==> src/rtl/ifu_pkg.sv <==
// ifu_pkg: shared fetch-stage states and constants
package ifu_pkg;
  typedef enum logic [2:0] {
    S_REQ  = 3'd0,
    S_WAIT = 3'd1,
    S_HOLD = 3'd2,
    S_HALT = 3'd3,
    S_ERR  = 3'd4
  } state_e;
  localparam logic [31:0] NOP_INST     = 32'h0000_0013;
  localparam logic [31:0] RESET_PC_DEF = 32'h8000_0000;
endpackage

==> src/rtl/ifu_word_sel.sv <==
// ifu_word_sel: pick the 32-bit word of a doubleword addressed by bit 2
module ifu_word_sel (
  input  logic        sel_i,
  input  logic [63:0] data_i,
  output logic [31:0] word_o
);
  assign word_o = sel_i ? data_i[63:32] : data_i[31:0];
endmodule

==> src/rtl/ifu_fetch.sv <==
// ifu_fetch: PC owner, imem request/response sequencing and decode handshake
module ifu_fetch
  import ifu_pkg::*;
#(
  parameter logic [31:0] RESET_PC = RESET_PC_DEF,
  parameter int          CNT_W    = 64
) (
  input  logic             clk,
  input  logic             rst,
  output logic             imem_req_valid,
  input  logic             imem_req_ready,
  output logic [63:0]      imem_addr,
  input  logic             imem_rsp_valid,
  input  logic [63:0]      imem_rsp_data,
  output logic             inst_valid,
  input  logic             inst_ready,
  output logic [31:0]      pc,
  output logic [31:0]      inst,
  input  logic [31:0]      dnpc,
  input  logic             halt,
  output logic             fetch_err,
  output logic             halted,
  output logic [CNT_W-1:0] fetch_cnt
);
  state_e           state_q;
  logic [31:0]      pc_q, inst_q, word;
  logic             err_q, halted_q, hs;
  logic [CNT_W-1:0] cnt_q;
  ifu_word_sel u_sel (.sel_i(pc_q[2]), .data_i(imem_rsp_data), .word_o(word));
  assign hs             = (state_q == S_HOLD) & inst_ready;
  assign imem_req_valid = ~rst & (state_q == S_REQ) & (pc_q[1:0] == 2'b00);
  assign imem_addr      = {32'b0, pc_q[31:3], 3'b000};
  assign inst_valid     = state_q == S_HOLD;
  assign pc             = pc_q;
  assign inst           = inst_q;
  assign fetch_err      = err_q;
  assign halted         = halted_q;
  assign fetch_cnt      = cnt_q;
  always_ff @(posedge clk) begin
    if (rst) begin
      state_q  <= S_REQ;
      pc_q     <= RESET_PC;
      inst_q   <= NOP_INST;
      err_q    <= 1'b0;
      halted_q <= 1'b0;
    end else begin
      case (state_q)
        S_REQ:
          if (pc_q[1:0] != 2'b00) begin
            err_q   <= 1'b1;
            state_q <= S_ERR;
          end else if (imem_req_ready) state_q <= S_WAIT;
        S_WAIT:
          if (imem_rsp_valid) begin
            inst_q  <= word;
            state_q <= S_HOLD;
          end
        S_HOLD:
          if (inst_ready) begin
            if (halt) begin
              halted_q <= 1'b1;
              state_q  <= S_HALT;
            end else begin
              pc_q    <= dnpc;
              state_q <= S_REQ;
            end
          end
        default: state_q <= state_q;
      endcase
    end
  end
  always_ff @(posedge clk) begin
    if (rst) cnt_q <= '0;
    else if (hs) cnt_q <= cnt_q + CNT_W'(1);
  end
endmodule

==> config.mk <==
export PLATFORM = sky130hd
export DESIGN_NAME = ifu_fetch
export DESIGN_NICKNAME = d
export VERILOG_FILES = /design/src/rtl/ifu_pkg.sv /design/src/rtl/ifu_word_sel.sv /design/src/rtl/ifu_fetch.sv
export SDC_FILE = /design/constraint.sdc
export NUM_CORES = 1
export LEC_CHECK = 0
export ABC_AREA = 1
export ABC_CLOCK_PERIOD_IN_PS = 1500
export BUFFER_PORTS_ARGS = -buffer_cell sky130_fd_sc_hd__buf_4
export CORE_UTILIZATION = 44
export CTS_CLUSTER_DIAMETER = 80
export DETAILED_ROUTE_END_ITERATION = 12
export PLACE_DENSITY = 0.77
export SLEW_MARGIN = 20
export SYNTH_ARGS = -nofsm -noshare
export SYNTH_HDL_FRONTEND = slang
export SYNTH_SLANG_ARGS = --single-unit
==> constraint.sdc <==
create_clock -name clk -period 1.5 [get_ports clk]
set_input_delay 0.3 -clock clk [delete_from_list [all_inputs] [get_ports clk]]
set_output_delay 0.3 -clock clk [all_outputs]
set_load 0.005 [all_outputs]
== Word-level counts from Yosys, hierarchy flattened ==
Cells that the tools add are included.

* Output and inout bits: 196
* Logic and storage cells: 33
* Register bits: 133

* $add $sub $neg: 1
* Bitwise operators: 5
* Reduce and logical (&&, ||, !) cells: 9
* Equal/unequal tests: 5
* Mux-type cells: 7

{| class="wikitable"
|+ Operator list
! cell !! number
|-
| 64-bit by 1-bit adder with 64-bit output (second input constant) || 1
|-
| 32-bit two-way mux || 1
|-
| 3-bit two-way mux || 4
|-
| 3-bit one-hot mux with 3 select lines || 1
|-
| 3-bit AND reduction || 2
|-
| 2-bit AND reduction || 2
|-
| 4-bit AND reduction || 1
|-
| 1-bit bitwise AND || 3
|-
| 3-bit by 1-bit == test with 1-bit output (second input constant) || 1
|-
| 3-bit by 2-bit == test with 1-bit output (second input constant) || 1
|-
| 3-bit logical NOT || 1
|-
| 3-bit by 2-bit inequality test with 1-bit output (second input constant) || 1
|-
| 3-bit nonzero test || 1
|-
| 2-bit logical NOT || 1
|-
| 2-bit two-way mux || 1
|-
| 2-bit by 1-bit inequality test with 1-bit output (second input constant) || 1
|-
| 2-bit inequality test (second input constant) || 1
|-
| 1-bit inverter || 2
|-
| 2-bit nonzero test || 1
|}

== Longest topological paths before layout ==
Gate-level depths: netlist (run 1).

* Word-level depth: 3
* Depth in mapped cells: 11
* Gate-level depth less buffers: 11

== Hierarchy ==
From an unflattened synthesis (run 1), not the netlist that was laid out.

* Cell total of the unflattened synthesis: 1129
* Area, all modules: 7295.7 um^2

{| class="wikitable"
|+ Modules (own cells, without submodules)
! module !! sequential area each (um^2) !! cells each !! area each (um^2) !! times used
|-
| ifu_fetch || 2662.6 || 1025 || 6804.0 || 1
|-
| ifu_word_sel || 0.0 || 104 || 491.7 || 1
|}

== Worst setup path after synthesis (run 1) ==
OpenSTA, ideal clock, no wires.

* Kind: register -> register
* From: reg cnt_q[1] (netlist: fetch_cnt[1])
* To: reg cnt_q[48] (netlist: fetch_cnt[48])
* Period minus slack after synthesis: 1.547 ns
* Stages on the path, launching flop included: 11
* Path buffers: 0
* Data required time: 1.385 ns
* Setup slack: -0.047 ns
* Arrival time: 1.432 ns
* Cell sequence: dfxtp_1 > ha_1 > inv_1 > nor2_2 > nand2_2 > nor2_4 > nand3_1 > nor2_1 > nand3_1 > nand2_1 > nor2_1

* Word-level cells in the longest chain between the ends: 1

{| class="wikitable"
|+ Ends and longest elaborated chain
! item !! line !! RTL
|-
| from (decl) || ifu_fetch.sv:28 || <nowiki>logic [CNT_W-1:0] cnt_q;</nowiki>
|-
| from (signal assigned) || ifu_fetch.sv:74 || <nowiki>else if (hs) cnt_q <= cnt_q + CNT_W'(1);</nowiki>
|-
| 64-bit by 1-bit adder with 64-bit output || ifu_fetch.sv:74 ||
|}

No other way between the ends.
A chain may end at the register's enable or synchronous reset.

== Final worst setup path (run 1) ==
* From: reg cnt_q[1] (netlist: fetch_cnt[1])
* To: reg cnt_q[25] (netlist: fetch_cnt[25])

The elaborated chain is that of the path after synthesis.

==> results.toml, run 1 <==
[run_status]
outcome = "finished, violations left"
violations = "setup timing"

[sta]
fin_skew_ns = 0.0129
tns_ns = -14.57
setup_violations = 98
setup_slack_ns = -0.284
final_hold_viol_count = 0
min_period_over_period_pct = 119
slew_viol_final = 0
rsz0062_at_grt = "yes"
clock.fmax_ghz = 0.560
period_needed_ns = 1.78

[power_and_ir_drop]
seqPwrFrac_pct = 35.7
clock_power_share_pct = 38.6
switching_share_pct = 30.8
power_density_nw_per_um2 = 945
power.switching_uw = 3540
comb_power_share_pct = 25.7
intPower_uw = 7950
p_leak_uw = 0.00547
ir_drop_uv = 886

[yosys]
synthFlopType = "dfxtp_1"
yosys-top-cells-area = "dfxtp_1 (38%), nand2_1 (13%), nor2_1 (12%)"
syn_area_per_cell_um2 = 6.56
synth_simple_gate_area_share_pct = 36.3
ys_warn_count = 0
synth_top_family_by_area = "simple AND/OR/NAND/NOR gates"
yosys.area.top_type = "dfxtp_1"
synth-seq-area-share_pct = 37.7
ys_seq_elements = 133
synth_edf_count = 0
synth_compound_area_share_pct = 11.9
synth.distinct_cells = 38
synth_fa_ha_area_share_pct = 0.177
yosys-top-cells-count = "nand2_1 (238), nor2_1 (234), dfxtp_1 (133)"
synthCells = 1076
async_flop_share_pct = 0
synth_mux_area_share_pct = 0
synth_top_area_share_pct = 37.7
synthXorXnorAreaFrac_pct = 0.248
synth.most_common_cell = "nand2_1"
syn_area_um2 = 7060

[clocking]
cts_made_buffers = 17
clockRootBuffer = "clkbuf_16"
cts_sinks = 133
clockBufferDepth = 2
insertion_delay_ns = 0.44
postCtsHoldBufs = 0
cts_tree = "done"
htreeDepth = 4
cts.reportedPaths.clkPinSlew_ns = 0.07

[worst_setup_path]
required_ns = 1.85
end_kind = "register"
r2r_cells = 11
r2r_start = "fetch_cnt[1]"
crit_start = "fetch_cnt[1]"
path_max_fanout = 4
start_kind = "register"
setup.worst_path.end = "fetch_cnt[25]"
r2r_slack_ns = -0.28
r2r-end = "fetch_cnt[25]"
cp.arrival_ns = 2.13
critical_path_class = "reg -> reg"

[detailed_routing]
drt-vias-per-instance = 5.46
routed_wirelength_um = 31100
ant_nets = 0
route.vias.total = 9326
wl_per_cell_um = 18.2
drc = 0
firstDrtPassIters = 8
drt_iter0_markers = 739

[floorplan]
die-area_um2 = 16600
die_w_um = 129
initial_core_util_pct = 45.8
rows = 45
die_h_um = 129
core_area_um2 = 15400
ios = 298

[layout]
drive_gt1_share_pct = 47.7
design_area_um2 = 12200
nets = 1588
antenna-diode-count = 0
final_util_pct = 78.8
instances_no_fill = 1709
areaGrowthSynthToFinish_pct = 72.2

[global_route]
grt_max_degree = 59
grt_overflow = 0
antenna_found_initial = 0
grt_usage_pct = 34.5
grt_pass1_vias = 8625
grt_first_pass_wirelength_um = 43700

[placement]
portBuffers = 262
place_area_um2 = 9970
place_ws_ns = -0.237
gp_congestion = 0.975
hpwl_um = 19300
dp_cells = 1628

[job]
cap_viol_max_count = 0

[worst_hold_path]
hold_class = "in -> reg"
-- routing by layer --
layer	part of all wire, %	GRT usage, %	up-vias
met4	5.8	19.2	0
li1	-	-	4197
met3	9.3	9.40	158
met5	0	0	-
met1	35	37.3	4362
met2	50	60.9	609
-- critical path: stages (launching register included) --
cell	delay, ns
dfxtp_2	0.36
buf_6	0.12
nand2_4	0.05
nor2_4	0.18
nand2_4	0.13
nor2_4	0.17
buf_12	0.13
nand2_4	0.05
nor2_4	0.12
buf_6	0.12
nand2_1	0.07
a21oi_1	0.20
-- sequential cells by signal, summed over array words and instances, names as in the netlist --
register   cells
fetch_err      1
inst          32
state_q        3
pc            32
fetch_cnt     64
halted         1
-- power by group through the flow --
stage                     sequential, µW  clock, µW  combinational (µW)
final                               4100       4440                2950
after global routing                4140       4610                3150
after CTS                           4080       4390                2710
after detailed placement            4140          0                2130
after global placement              4130          0                2090
after floorplan                     4130          0                1050
-- cell families after synthesis --
group,after synthesis
AOI/OAI and AO/OA,155
xor gates and xnor gates,2
adders and majority gates,1
buffers and inverters,182
DFF,133
other,1
and+or+nand+nor,602
-- stage by stage --
| step | power [µW] | hold WS, ns |
|---|---|---|
| 2_1_floorplan | 5190 | 0.426 |
| 3_3_place_gp | 6220 | 0.441 |
| 3_5_place_dp | 6270 | 0.451 |
| 4_1_cts | 11200 | 0.0776 |
| 5_1_grt | 11900 | 0.0840 |
| 6_report | 11500 | 0.0762 |
-- layout make-up --
class	count	area (µm²)
timing repair buffer	455	3780
clock buffer	19	453
inverter	83	327
fill	963	3270
tap	211	264
multi-input combinational	795	4460
clock inverter	13	160
sequential	133	2700
-- cell usage in the layout, fill, tap and decap left out, types with 32 or more instances in the layout --
cell type  Yosys  final
nor2_1       234    156
nand3_1       62     33
o21ai_0       80     55
inv_1         82     73
conb_1         1     35
nor2_4         6     63
buf_4         67    406
dfxtp_1      133    102
nand2_1      238    212
nor2_2        11     32
-- how the worst min path moves through the flow --
stage                          from  depth (start not counted)  slack [ns]         to
after detailed placement  fetch_err                          2        0.45  fetch_err
after CTS                  dnpc[31]                          3        0.08     pc[31]
after floorplan            dnpc[31]                          2        0.43     pc[31]
after global placement    fetch_err                          2        0.44  fetch_err
final                      dnpc[31]                          3        0.08     pc[31]
after global routing       dnpc[18]                          3        0.08     pc[18]
-- timing repair --
item / in CTS / in global routing
pin swaps: 52 / 83
endpoints found under the setup margin: 90 / 112
gates resized for setup: 208 / 134
gates cloned: 4 / 2
setup buffers: 28 / 21
No activity file was read; power rests on OpenSTA's default activity.
==> run 2: changes to the inputs <==
--- a/config.mk
+++ b/config.mk
@@ -8,10 +8,11 @@
 export ABC_AREA = 1
 export ABC_CLOCK_PERIOD_IN_PS = 1500
 export BUFFER_PORTS_ARGS = -buffer_cell sky130_fd_sc_hd__buf_4
-export CORE_UTILIZATION = 44
+export CORE_UTILIZATION = 45
+export CTS_BUF_LIST = sky130_fd_sc_hd__clkbuf_2
 export CTS_CLUSTER_DIAMETER = 80
 export DETAILED_ROUTE_END_ITERATION = 12
-export PLACE_DENSITY = 0.77
+export PLACE_DENSITY = 0.79
 export SLEW_MARGIN = 20
 export SYNTH_ARGS = -nofsm -noshare
 export SYNTH_HDL_FRONTEND = slang
==> results.toml, run 2 <==
[placement]
place_ws_ns = -0.212
portBuffers = 262
gp_congestion = 0.917
hpwl_um = 18300

[floorplan]
rows = 45
die_h_um = 127
initial_core_util_pct = 46.3
die_w_um = 127
ios = 298

[run_status]
stop_stage = "global routing"
outcome = "did not finish"
tool.error = "[ERROR DPL-0038] Utilization greater than 100%, impossible to legalize"

[yosys]
synthFlopType = "dfxtp_1"
synth_edf_count = 0
synthCells = 1076
synth-seq-area-share_pct = 37.7
syn_area_um2 = 7060
ys_seq_elements = 133
synth.distinct_cells = 38
yosys-top-cells-count = "nand2_1 (238), nor2_1 (234), dfxtp_1 (133)"
yosys-top-cells-area = "dfxtp_1 (38%), nand2_1 (13%), nor2_1 (12%)"
async_flop_share_pct = 0
synth_top_area_share_pct = 37.7
syn_area_per_cell_um2 = 6.56
ys_warn_count = 0
synth.most_common_cell = "nand2_1"
yosys.area.top_type = "dfxtp_1"

[sta]
worstEndpointGrtRepair = "imem_req_valid"
worst-ep-kind = "primary output"

[clocking]
clockBufferDepth = 2
htreeDepth = 4
clockRootBuffer = "clkbuf_2"
cts_made_buffers = 17
cts_sinks = 133

[global_route]
grt_max_degree = 59
-- run 2: cell counts after synthesis --
No cell type changed its count.
-- run 2: kinds of logic after synthesis --
kind of cell,count (synthesis),synth area share [%]
compound gates,155,11.9
xor+xnor,2,0.248
fa+ha+maj,1,0.177
buf+inv,182,13.5
flops,133,37.7
other cells,1,0.0531
simple gates,602,36.3
-- run 2: what timing repair did --
item,4_1_cts
setup buffers,119
pin swaps,95
setup endpoints to repair,258
hold buffers,100
resized for setup,615
hold endpoints to repair,76
cloned,9
-- run 2: through the flow --
stage          cell area (µm²)  instances  hold WS (ns)  TNS [ns]
4_1_cts                  14300       1895        0.0626    -44.38
3_5_place_dp             10000       1638         0.459     -8.70
3_3_place_gp             10000       1638         0.439     -3.76
2_1_floorplan             7200       1110         0.426         0
==> run 3: changes to the inputs <==
--- a/config.mk
+++ b/config.mk
@@ -6,13 +6,11 @@
 export NUM_CORES = 1
 export LEC_CHECK = 0
 export ABC_AREA = 1
-export ABC_CLOCK_PERIOD_IN_PS = 1500
+export ABC_CLOCK_PERIOD_IN_PS = 2000
 export BUFFER_PORTS_ARGS = -buffer_cell sky130_fd_sc_hd__buf_4
-export CORE_UTILIZATION = 45
-export CTS_BUF_LIST = sky130_fd_sc_hd__clkbuf_2
-export CTS_CLUSTER_DIAMETER = 80
+export CORE_UTILIZATION = 40
 export DETAILED_ROUTE_END_ITERATION = 12
-export PLACE_DENSITY = 0.79
+export PLACE_DENSITY_LB_ADDON = 0.15
 export SLEW_MARGIN = 20
 export SYNTH_ARGS = -nofsm -noshare
 export SYNTH_HDL_FRONTEND = slang
==> constraint.sdc (replaced) <==
create_clock -name clk -period 2 [get_ports clk]
set_input_delay 0.4 -clock clk [delete_from_list [all_inputs] [get_ports clk]]
set_output_delay 0.4 -clock clk [all_outputs]
set_load 0.005 [all_outputs]
==> results.toml, run 3 (synthesis gave the netlist of run 1 again) <==
[sta]
slew_viol_final = 0
rsz0062_at_grt = "no"
setup_violations = 0
fin_skew_ns = 0.00938
setup_slack_ns = 0.171
min_period_over_period_pct = 91.4
tns_ns = 0
period_needed_ns = 1.83
final_hold_viol_count = 0
clock.fmax_ghz = 0.547

[worst_setup_path]
slowest_delay_ns = 0.41
crit_chain = "ha_1 -> inv_1 -> nor2_2 -> nand2_2 -> nor2_4 -> nand3_1 -> nor2_1 -> nand3_1 -> nand2_1 -> nor2_1"
start_kind = "register"
end_kind = "register"
critPathSlowestCell = "dfxtp_1"
r2r-end = "fetch_cnt[48]"
cp.arrival_ns = 2.15
setup.worst_path.end = "fetch_cnt[48]"
r2r_start = "fetch_cnt[1]"
required_ns = 2.32
r2r_slack_ns = 0.17
critical_path_class = "reg -> reg"
r2r_cells = 10
crit_start = "fetch_cnt[1]"
path_max_fanout = 6

[placement]
dp_cells = 1525
hpwl_um = 17400
place_ws_ns = 0.121
gp_congestion = 0.924
portBuffers = 262
place_area_um2 = 9030

[clocking]
cts_made_buffers = 17
postCtsHoldBufs = 0
cts.reportedPaths.clkPinSlew_ns = 0.06
clockRootBuffer = "clkbuf_16"
cts_tree = "done"
clockBufferDepth = 2
insertion_delay_ns = 0.42
cts_sinks = 133
htreeDepth = 4
cts.repair_timing.setup_buffer_count = 0
cts_resized = 0

[floorplan]
rows = 48
die_w_um = 135
die_h_um = 135
ios = 298
die-area_um2 = 18200
initial_core_util_pct = 40.8
core_area_um2 = 17300

[global_route]
grt_pass1_vias = 6748
grt_busiest_layer = "met2"
grt_first_pass_wirelength_um = 35500
grtUsageMet1_pct = 30.4
met2_usage_pct = 42.6
grt_max_degree = 67
antenna_found_initial = 0
grt_util_met3_pct = 8.00
grt_usage_pct = 25.4
grt_overflow = 0

[layout]
areaGrowthSynthToFinish_pct = 36.5
antenna-diode-count = 0
nets = 1422
instances_no_fill = 1557
num-fill-cells = 1775
largest_reg_flops = 64
drive_gt1_share_pct = 26.8
mostFrequentLayoutCells = "buf_4 (287), nand2_1 (238), nor2_1 (230)"
design_area_um2 = 9640
final_common_cell = "buf_4"

[detailed_routing]
routed_wirelength_um = 23000
firstDrtPassIters = 5
drc = 0
wl_per_cell_um = 14.8
route.vias.total = 7496
ant_nets = 0
drt-vias-per-instance = 4.81
drt_iter0_markers = 534

[power_and_ir_drop]
p_leak_uw = 0.00433
ir_drop_uv = 655
power_uw = 7680
power_density_nw_per_um2 = 797

[job]
cap_viol_max_count = 0

[worst_hold_path]
hold_depth = 3
hold_class = "in -> reg"

[run_status]
outcome = "finished, final reports clean"
[run 3: through the flow]
stage / util (%) / hold WS [ns]
after floorplan: - / 0.447
after global placement: 52.2 / 0.442
after detailed placement: 52.2 / 0.455
after CTS: 55.6 / 0.180
after global routing: 55.7 / 0.188
final: 55.7 / 0.194
[run 3: critical path, delay by kind of cell, from the launching register on]
family                     cells  cell delay, ns
adders and majority gates      1            0.20
DFF                            1            0.41
and+or+nand+nor                8            1.05
buffers and inverters          1            0.06
[run 3: worst min path at each step]
stage	startpoint	endpoint	slack (ns)
after floorplan	fetch_err	fetch_err	0.45
after global placement	fetch_err	fetch_err	0.44
after detailed placement	fetch_err	fetch_err	0.45
after CTS	dnpc[31]	pc[31]	0.18
after global routing	dnpc[22]	pc[22]	0.19
final	dnpc[31]	pc[31]	0.19
[run 3: cell type report]
| class | instances | area [µm²] | area share [%] |
|---|---|---|---|
| Clock buffer | 21 | 470 | 4.88 |
| Clock inverter | 11 | 126 | 1.31 |
| Inverter | 83 | 312 | 3.23 |
| Multi-Input combinational cell | 795 | 3590 | 37.3 |
| Sequential cell | 133 | 2660 | 27.6 |
| Tap cell | 225 | 282 | 2.92 |
| Timing Repair Buffer | 289 | 2190 | 22.8 |
[run 3: metal layers]
layer | up-vias | wire length (µm)
li1 | 3858 | -
met1 | 3342 | 9380
met2 | 265 | 11300
met3 | 31 | 1790
met4 | 0 | 499
met5 | - | 0
[run 3: power by group]
group | leakage (µW) | switching [µW] | total [µW] | internal [µW]
clock | 0.000281 | 1230 | 3160 | 1930
sequential | 0.00108 | 160 | 3050 | 2890
combinational | 0.00297 | 749 | 1470 | 719
